[src/rtl/inst_loader_if.sv]
// Byte-in / word-out bus of the program loader: UART byte handshake on one
// side, instruction-RAM write port on the other.
interface inst_loader_if #(
  parameter int ADDR_W = 10
);
  logic              rx_valid;
  logic [7:0]        rx_data;
  logic              rx_ready;
  logic              mem_we;
  logic [ADDR_W-1:0] mem_addr;
  logic [31:0]       mem_di;

  // master: the loader (takes bytes, drives RAM writes)
  modport master (input rx_valid, rx_data, output rx_ready, mem_we, mem_addr, mem_di);
  // slave: the UART/RAM side seen from outside the loader
  modport slave  (output rx_valid, rx_data, input rx_ready, mem_we, mem_addr, mem_di);
endinterface

[src/rtl/inst_loader.sv]
// Program loader: assembles a length-prefixed little-endian byte stream into
// 32-bit words and writes them to consecutive instruction-RAM addresses.
// Optional trailing XOR checksum byte when LOADER_CHECKSUM_EN is defined.
module inst_loader #(
  parameter int ADDR_W    = 10,
  parameter int DEPTH     = 1024,
  parameter int BASE_ADDR = 0
) (
  input  logic              clk,
  input  logic              rst,
  inst_loader_if.master     bus,
  input  logic              start,
  output logic              busy,
  output logic              done,
  output logic              err,
  output logic [ADDR_W:0]   word_cnt
);

`ifdef LOADER_CHECKSUM_EN
  typedef enum logic [2:0] {S_LEN, S_DATA, S_CHK, S_DONE, S_ERR} state_t;
  localparam state_t S_END = S_CHK;
`else
  typedef enum logic [2:0] {S_LEN, S_DATA, S_DONE, S_ERR} state_t;
  localparam state_t S_END = S_DONE;
`endif

  state_t            state_q, state_d;
  logic [1:0]        bidx;      // byte position within the current 4-byte group
  logic [23:0]       len_sh;    // first three length bytes, LSB-first shift
  logic [ADDR_W:0]   len_q;     // checked word count N
  logic [23:0]       wbuf;      // first three bytes of the word in flight
  logic [31:0]       len_full;
  logic [ADDR_W:0]   cnt_nxt;
  logic              rdy, acc, last_byte;
`ifdef LOADER_CHECKSUM_EN
  logic [7:0]        csum;
`endif

  // Ready/busy/done/err are pure functions of the state, so they never
  // depend combinationally on rx_valid.
`ifdef LOADER_CHECKSUM_EN
  assign rdy = (state_q == S_LEN) || (state_q == S_DATA) || (state_q == S_CHK);
`else
  assign rdy = (state_q == S_LEN) || (state_q == S_DATA);
`endif
  assign bus.rx_ready = rdy;
  assign busy         = rdy;
  assign done         = (state_q == S_DONE);
  assign err          = (state_q == S_ERR);

  assign acc       = bus.rx_valid && rdy;
  assign last_byte = (bidx == 2'd3);
  assign len_full  = {bus.rx_data, len_sh};
  assign cnt_nxt   = word_cnt + {{ADDR_W{1'b0}}, 1'b1};

  // State register
  always_ff @(posedge clk) begin
    if (rst) state_q <= S_LEN;
    else     state_q <= state_d;
  end

  // Next-state logic
  always_comb begin
    state_d = state_q;
    case (state_q)
      S_LEN: if (acc && last_byte) begin
        // Length is checked in full 32 bits so huge N cannot alias into range.
        if (len_full > 32'(DEPTH - BASE_ADDR)) state_d = S_ERR;
        else if (len_full == 32'd0)            state_d = S_END;
        else                                   state_d = S_DATA;
      end
      S_DATA: if (acc && last_byte && (cnt_nxt == len_q)) state_d = S_END;
`ifdef LOADER_CHECKSUM_EN
      S_CHK: if (acc) state_d = (bus.rx_data == csum) ? S_DONE : S_ERR;
`endif
      S_DONE: if (start) state_d = S_LEN;
      S_ERR:  if (start) state_d = S_LEN;
      default: state_d = S_LEN;
    endcase
  end

  // Byte assembly and the registered RAM write (one cycle after the 4th byte)
  always_ff @(posedge clk) begin
    if (rst) begin
      bidx         <= 2'd0;
      len_sh       <= '0;
      len_q        <= '0;
      wbuf         <= '0;
      word_cnt     <= '0;
      bus.mem_we   <= 1'b0;
      bus.mem_addr <= '0;
      bus.mem_di   <= '0;
`ifdef LOADER_CHECKSUM_EN
      csum         <= '0;
`endif
    end else begin
      bus.mem_we <= 1'b0;
      if ((state_q == S_DONE || state_q == S_ERR) && start) begin
        bidx     <= 2'd0;
        word_cnt <= '0;
`ifdef LOADER_CHECKSUM_EN
        csum     <= '0;
`endif
      end else if (acc) begin
        bidx <= bidx + 2'd1;
        if (state_q == S_LEN) begin
          len_sh <= {bus.rx_data, len_sh[23:8]};
          if (last_byte) len_q <= len_full[ADDR_W:0];
        end else if (state_q == S_DATA) begin
          wbuf <= {bus.rx_data, wbuf[23:8]};
`ifdef LOADER_CHECKSUM_EN
          csum <= csum ^ bus.rx_data;
`endif
          if (last_byte) begin
            // Capture the word separately so the next word can start
            // shifting in on the very next cycle.
            bus.mem_we   <= 1'b1;
            bus.mem_addr <= ADDR_W'(BASE_ADDR) + word_cnt[ADDR_W-1:0];
            bus.mem_di   <= {bus.rx_data, wbuf};
            word_cnt     <= cnt_nxt;
          end
        end
      end
    end
  end

endmodule

[src/flat_wrapper.sv]
// flat-port wrapper written by rule: the top's interface ports become plain ports
module inst_loader_flat 
#(
  parameter int ADDR_W    = 10,
  parameter int DEPTH     = 1024,
  parameter int BASE_ADDR = 0
)
  (clk, rst, start, busy, done, err, word_cnt, bus_rx_valid, bus_rx_data, bus_rx_ready, bus_mem_we, bus_mem_addr, bus_mem_di);
  inst_loader_if #(.ADDR_W(ADDR_W)) bus_i ();
  input  logic clk;
  input  logic rst;
  input  logic start;
  output logic busy;
  output logic done;
  output logic err;
  output logic [ADDR_W:0] word_cnt;
  input wire logic [$bits(bus_i.rx_valid)-1:0] bus_rx_valid;
  input wire logic [$bits(bus_i.rx_data)-1:0] bus_rx_data;
  output wire logic [$bits(bus_i.rx_ready)-1:0] bus_rx_ready;
  output wire logic [$bits(bus_i.mem_we)-1:0] bus_mem_we;
  output wire logic [$bits(bus_i.mem_addr)-1:0] bus_mem_addr;
  output wire logic [$bits(bus_i.mem_di)-1:0] bus_mem_di;
  assign bus_i.rx_valid = bus_rx_valid;
  assign bus_i.rx_data = bus_rx_data;
  assign bus_rx_ready = bus_i.rx_ready;
  assign bus_mem_we = bus_i.mem_we;
  assign bus_mem_addr = bus_i.mem_addr;
  assign bus_mem_di = bus_i.mem_di;
  inst_loader #(.ADDR_W(ADDR_W), .DEPTH(DEPTH), .BASE_ADDR(BASE_ADDR)) u_core (.clk(clk), .rst(rst), .bus(bus_i), .start(start), .busy(busy), .done(done), .err(err), .word_cnt(word_cnt));
endmodule
[config.mk]
export PLATFORM = sky130hd
export DESIGN_NAME = inst_loader_flat
export DESIGN_NICKNAME = d
export VERILOG_FILES = /design/src/rtl/inst_loader_if.sv /design/src/rtl/inst_loader.sv /design/src/flat_wrapper.sv
export SDC_FILE = /design/constraint.sdc
export NUM_CORES = 1
export LEC_CHECK = 0
export BUFFER_PORTS_ARGS = -buffer_cell sky130_fd_sc_hd__buf_2
export CORE_MARGIN = 2
export CORE_UTILIZATION = 50
export CTS_CLUSTER_SIZE = 12
export DETAILED_ROUTE_END_ITERATION = 10
export PLACE_DENSITY = 0.77
export SYNTH_ARGS = -nofsm -noshare
export SYNTH_HDL_FRONTEND = slang
export SYNTH_SLANG_ARGS = --single-unit
[constraint.sdc]
create_clock -name clk -period 2.62 [get_ports clk]
set_input_delay 0.262 -clock clk [delete_from_list [all_inputs] [get_ports clk]]
set_output_delay 0.262 -clock clk [all_outputs]
set_load 0.03 [all_outputs]
# Word-level counts from Yosys, hierarchy flattened
# Index checks and enable logic that the tools add are counted.
# word_totals
regBits,118
wordCells,48
# classes
addsub,2
order_cmp,1
eq_ne,8
mux,7
n_bitwise,4
reduce_logical,17
# op_table
op,count
$gt 32x11->1 const B,1
$logic_not 32->1,1
$mux 3,4
$reduce_and 4->1,3
$add 11x1->11 const B,1
$eq 11x11->1,1
$pmux 3 s3,1
$eq 3x2->1 const B,2
$reduce_and 3->1,2
$reduce_and 5->1,1
$reduce_or 5->1,1
$logic_and 1x1->1,4
$ne 2x2->1 const B,2
$not 1->1,4
$reduce_or 2->1,2
$eq 3x1->1 const B,1
$logic_not 3->1,1
$add 2x1->2 const B,1
$eq 2x2->1 const B,1
$logic_or 1x1->1,2
$mux 2,1
$ne 2x1->1 const B,1
$mux 1,1

# Longest topological paths before layout
# logic_depth
ltp_word,7
ltp_mapped,8
depth_no_buf,6

# Worst setup path before layout
# Ideal clock, no wire load.
# synth_timing
path_kind,register -> register
from,register u_core.word_cnt[1]
to,register u_core.state_q[0]
setup_ns,0.125
arrival_ns,2.131
setup_slack_ns,0.364
stages_incl_launch_ff,7
n_path_buf,0
synth_period_minus_slack_ns,2.256
cell_sequence,dfxtp_1 -> ha_1 -> nand4_1 -> o31ai_1 -> nand4_1 -> or4_1 -> o41a_1
# synth_between
elab_chain_len,5
# synth_lines
element,line,rtl
start: declaration,inst_loader.sv:16,output logic [ADDR_W:0] word_cnt
start signal: assignment,inst_loader.sv:120,word_cnt <= cnt_nxt;
$add 11x1->11,inst_loader.sv:54,"assign cnt_nxt = word_cnt + {{ADDR_W{1'b0}}, 1'b1};"
$eq 11x11->1,inst_loader.sv:72,S_DATA: if (acc && last_byte && (cnt_nxt == len_q)) state_d = S_END;
$logic_and 1x1->1,inst_loader.sv:72,
$ne 2x2->1 (no source line),--,
$reduce_and 3->1 (no source line),--,
end signal: assignment,inst_loader.sv:59,else state_q <= state_d;
end: declaration,inst_loader.sv:27,"state_t state_q, state_d;"
# No other way between the ends.
# A chain may end at the register's enable or synchronous reset.

# Worst setup path after layout
# Same ends and word-level chain as after synthesis.

==> flow_summary.json <==
{
  "status": "completed",
  "finalCritPeriodShare_pct": 88.2,
  "synth_xor_area_share_pct": 3.73,
  "synth_cells": 602,
  "drc_errors": 0,
  "place.gp.congestion": 0.866,
  "startpoint_type": "flop",
  "grtUsageTotal_pct": 22.9,
  "cts_buffer_depth": 2,
  "finalInstanceArea_um2": 5610,
  "wire_per_inst_um": 14.2,
  "synth_top_area_share_pct": 49.9,
  "grt_remaining_overflow": 0,
  "vias_per_cell": 5.40,
  "area_growth_pct": 19.6,
  "synth-seq-cells": 117,
  "die_y_um": 101,
  "ant_nets": 0,
  "clk_pin_slew_ps": 60,
  "postCtsHoldBufs": 0,
  "synth_area_leaders": "dfxtp_1 (50%), nand2_1 (17%), a21oi_1 (12%)",
  "synth_warnings": 0,
  "drt_iter0_markers": 205,
  "drive_gt1_share_pct": 17.5,
  "numPortBuffers": 69,
  "fin_worst_skew_ps": 7.50,
  "grt_pass1_wl_um": 18500,
  "cts_setup_buffers": 0,
  "dp_hpwl_um": 7430,
  "cp-end-kind": "flop",
  "synth_top_family_by_area": "simple AND/OR/NAND/NOR gates",
  "worstPathMaxFanout": 8,
  "drv_slew": 0,
  "hold_violations": 0,
  "finalNetCount": 668,
  "antenna_found_initial": 1,
  "synth_mux_area_share_pct": 0.213,
  "clock_tree.root_cell": "clkbuf_8",
  "power.total_w": 0.00424,
  "tns_ps": 0,
  "power.density_nw_per_um2": 756,
  "p_leak_nw": 2.15,
  "floorplan.initialDensity_pct": 51.3,
  "mostFrequentLayoutCell": "nand2_1",
  "routed_wl_um": 11000,
  "synth_edf_count": 0,
  "synth_ff_type": "dfxtp_1",
  "synth-simple-area-share_pct": 25.7,
  "die-area_um2": 10200,
  "crit_type": "flop to flop",
  "dr.pass1.iters": 5,
  "required_ps": 3020,
  "synthArstFlopShare_pct": 0,
  "min_path_type": "input port to flop",
  "ios": 70,
  "syn_avg_cell_area_um2": 7.79,
  "grt_pass1_vias": 3861,
  "h-tree-depth": 4,
  "post_cts_resized": 0,
  "antenna_cells": 0,
  "synth.largest_area_cell": "dfxtp_1",
  "rsz0062_at_grt": "no",
  "min_period_ps": 2310,
  "via_count": 4205,
  "mostFrequentLayoutCells": "nand2_1 (215), dfxtp_1 (117), a21oi_1 (111), buf_2 (69)",
  "max-slew-margin-rel_pct": 43.2,
  "ys_seq_area_share_pct": 49.9,
  "cts_sinks": 117,
  "timing.fmax_mhz": 433,
  "cp_data_arrival_time_ps": 2710,
  "setup_viol_count_final": 0,
  "grt_max_degree": 53,
  "cts_tree": "done",
  "cts_buffers": 17,
  "rows": 35,
  "design.core.area_um2": 9150,
  "synth_cell_types": 47,
  "dpl_cell_area_um2": 5040,
  "die_x_um": 101,
  "maxCapViolations": 0,
  "syn-num-nets": 616,
  "syn_area_um2": 4690,
  "insertion_delay_ps": 510,
  "synthAdderAreaFrac_pct": 0.533,
  "synth_compound_area_share_pct": 15.2,
  "vdd_drop_max_uv": 483,
  "tightest_slew_ps": 852
}
## routing by layer
metal | wire, um | up-vias | global-route usage, % | part of all wire [%]
met5 | 13 | - | 0 | 0.12
met4 | 189 | 2 | 7.27 | 1.7
met3 | 605 | 23 | 7.00 | 5.5
met2 | 5260 | 120 | 36.1 | 48
met1 | 4980 | 1957 | 30.2 | 45
li1 | - | 2103 | - | -
## where the power goes
part | total [W] | switching [W] | leakage [nW] | internal, W
Combinational | 0.000193 | 0.000134 | 0.926 | 0.0000590
Sequential | 0.00184 | 0.0000308 | 0.945 | 0.00181
Clock | 0.00220 | 0.000843 | 0.280 | 0.00136
## worst max-delay path: stages, from the launching register on
cell	delay (ps)
dfxtp_1	470
ha_1	240
nand4_1	150
o31ai_1	250
nand4_1	130
or4_1	570
o41a_1	380
## cells by family (layout without fill, tap and decap cells)
logic type	after synthesis	count (layout)
xor+xnor	20	20
fa+ha+maj	2	2
simple gates	281	281
mux	1	1
buf+inv	49	114
flops	117	117
compound gates	132	132
## cells in the mapped netlist (2+ instances only)
cell / n
o31a_1: 2
buf_2: 8
buf_6: 2
nand2b_1: 2
nor2_1: 16
buf_4: 3
nor2b_1: 4
nand4_1: 6
ha_1: 2
nand3b_1: 3
or4_1: 5
buf_1: 3
nand2_1: 216
or3_1: 4
and2_1: 4
o211ai_1: 2
nor4_1: 5
inv_1: 4
and3_1: 2
clkbuf_1: 28
nor3_1: 3
nand3_1: 3
o21ai_0: 5
o31ai_1: 2
dfxtp_1: 117
a31oi_1: 2
xor2_1: 10
xnor2_1: 10
a21oi_1: 111
## per-stage QoR
step	utilization, %	setup WS [ps]	hold slack, ps	cells
after floorplan	-	364	398	602
after global placement	55.1	489	439	746
after detailed placement	55.1	375	444	746
after CTS	61.3	337	11.2	778
after global routing	61.3	167	12.7	778
final	61.3	309	28.6	778
## flip-flops by register name, summed over array words and instances (netlist names)
name and count:
u_core.bidx 2, u_core.bus.mem_addr 10, u_core.len_sh 24, u_core.len_q 11, u_core.word_cnt 11, u_core.bus.mem_di 32
u_core.wbuf 24, u_core.bus.mem_we 1, u_core.state_q 2
## layout make-up
| type | count | area (um2) |
|---|---|---|
| Multi-Input combinational cell | 436 | 2130 |
| Fill cell | 813 | 3540 |
| Inverter | 4 | 15.0 |
| Timing Repair Buffer | 78 | 413 |
| Sequential cell | 117 | 2340 |
| Clock inverter | 14 | 153 |
| Tap cell | 111 | 139 |
| Clock buffer | 18 | 418 |
## final timing paths
| path | start | to | slack, ps | depth (start not counted) |
|---|---|---|---|---|
| max reg2reg | u_core.word_cnt[1] | u_core.state_q[0] | 310 | 6 |
| min reg2reg | u_core.bus.mem_addr[0] | u_core.bus.mem_addr[0] | 450 | 2 |
| min | bus_rx_data[3] | u_core.len_sh[19] | 30 | 3 |
| max | u_core.word_cnt[1] | u_core.state_q[0] | 310 | 6 |
Note: power is estimated with default switching activity, not from simulation.
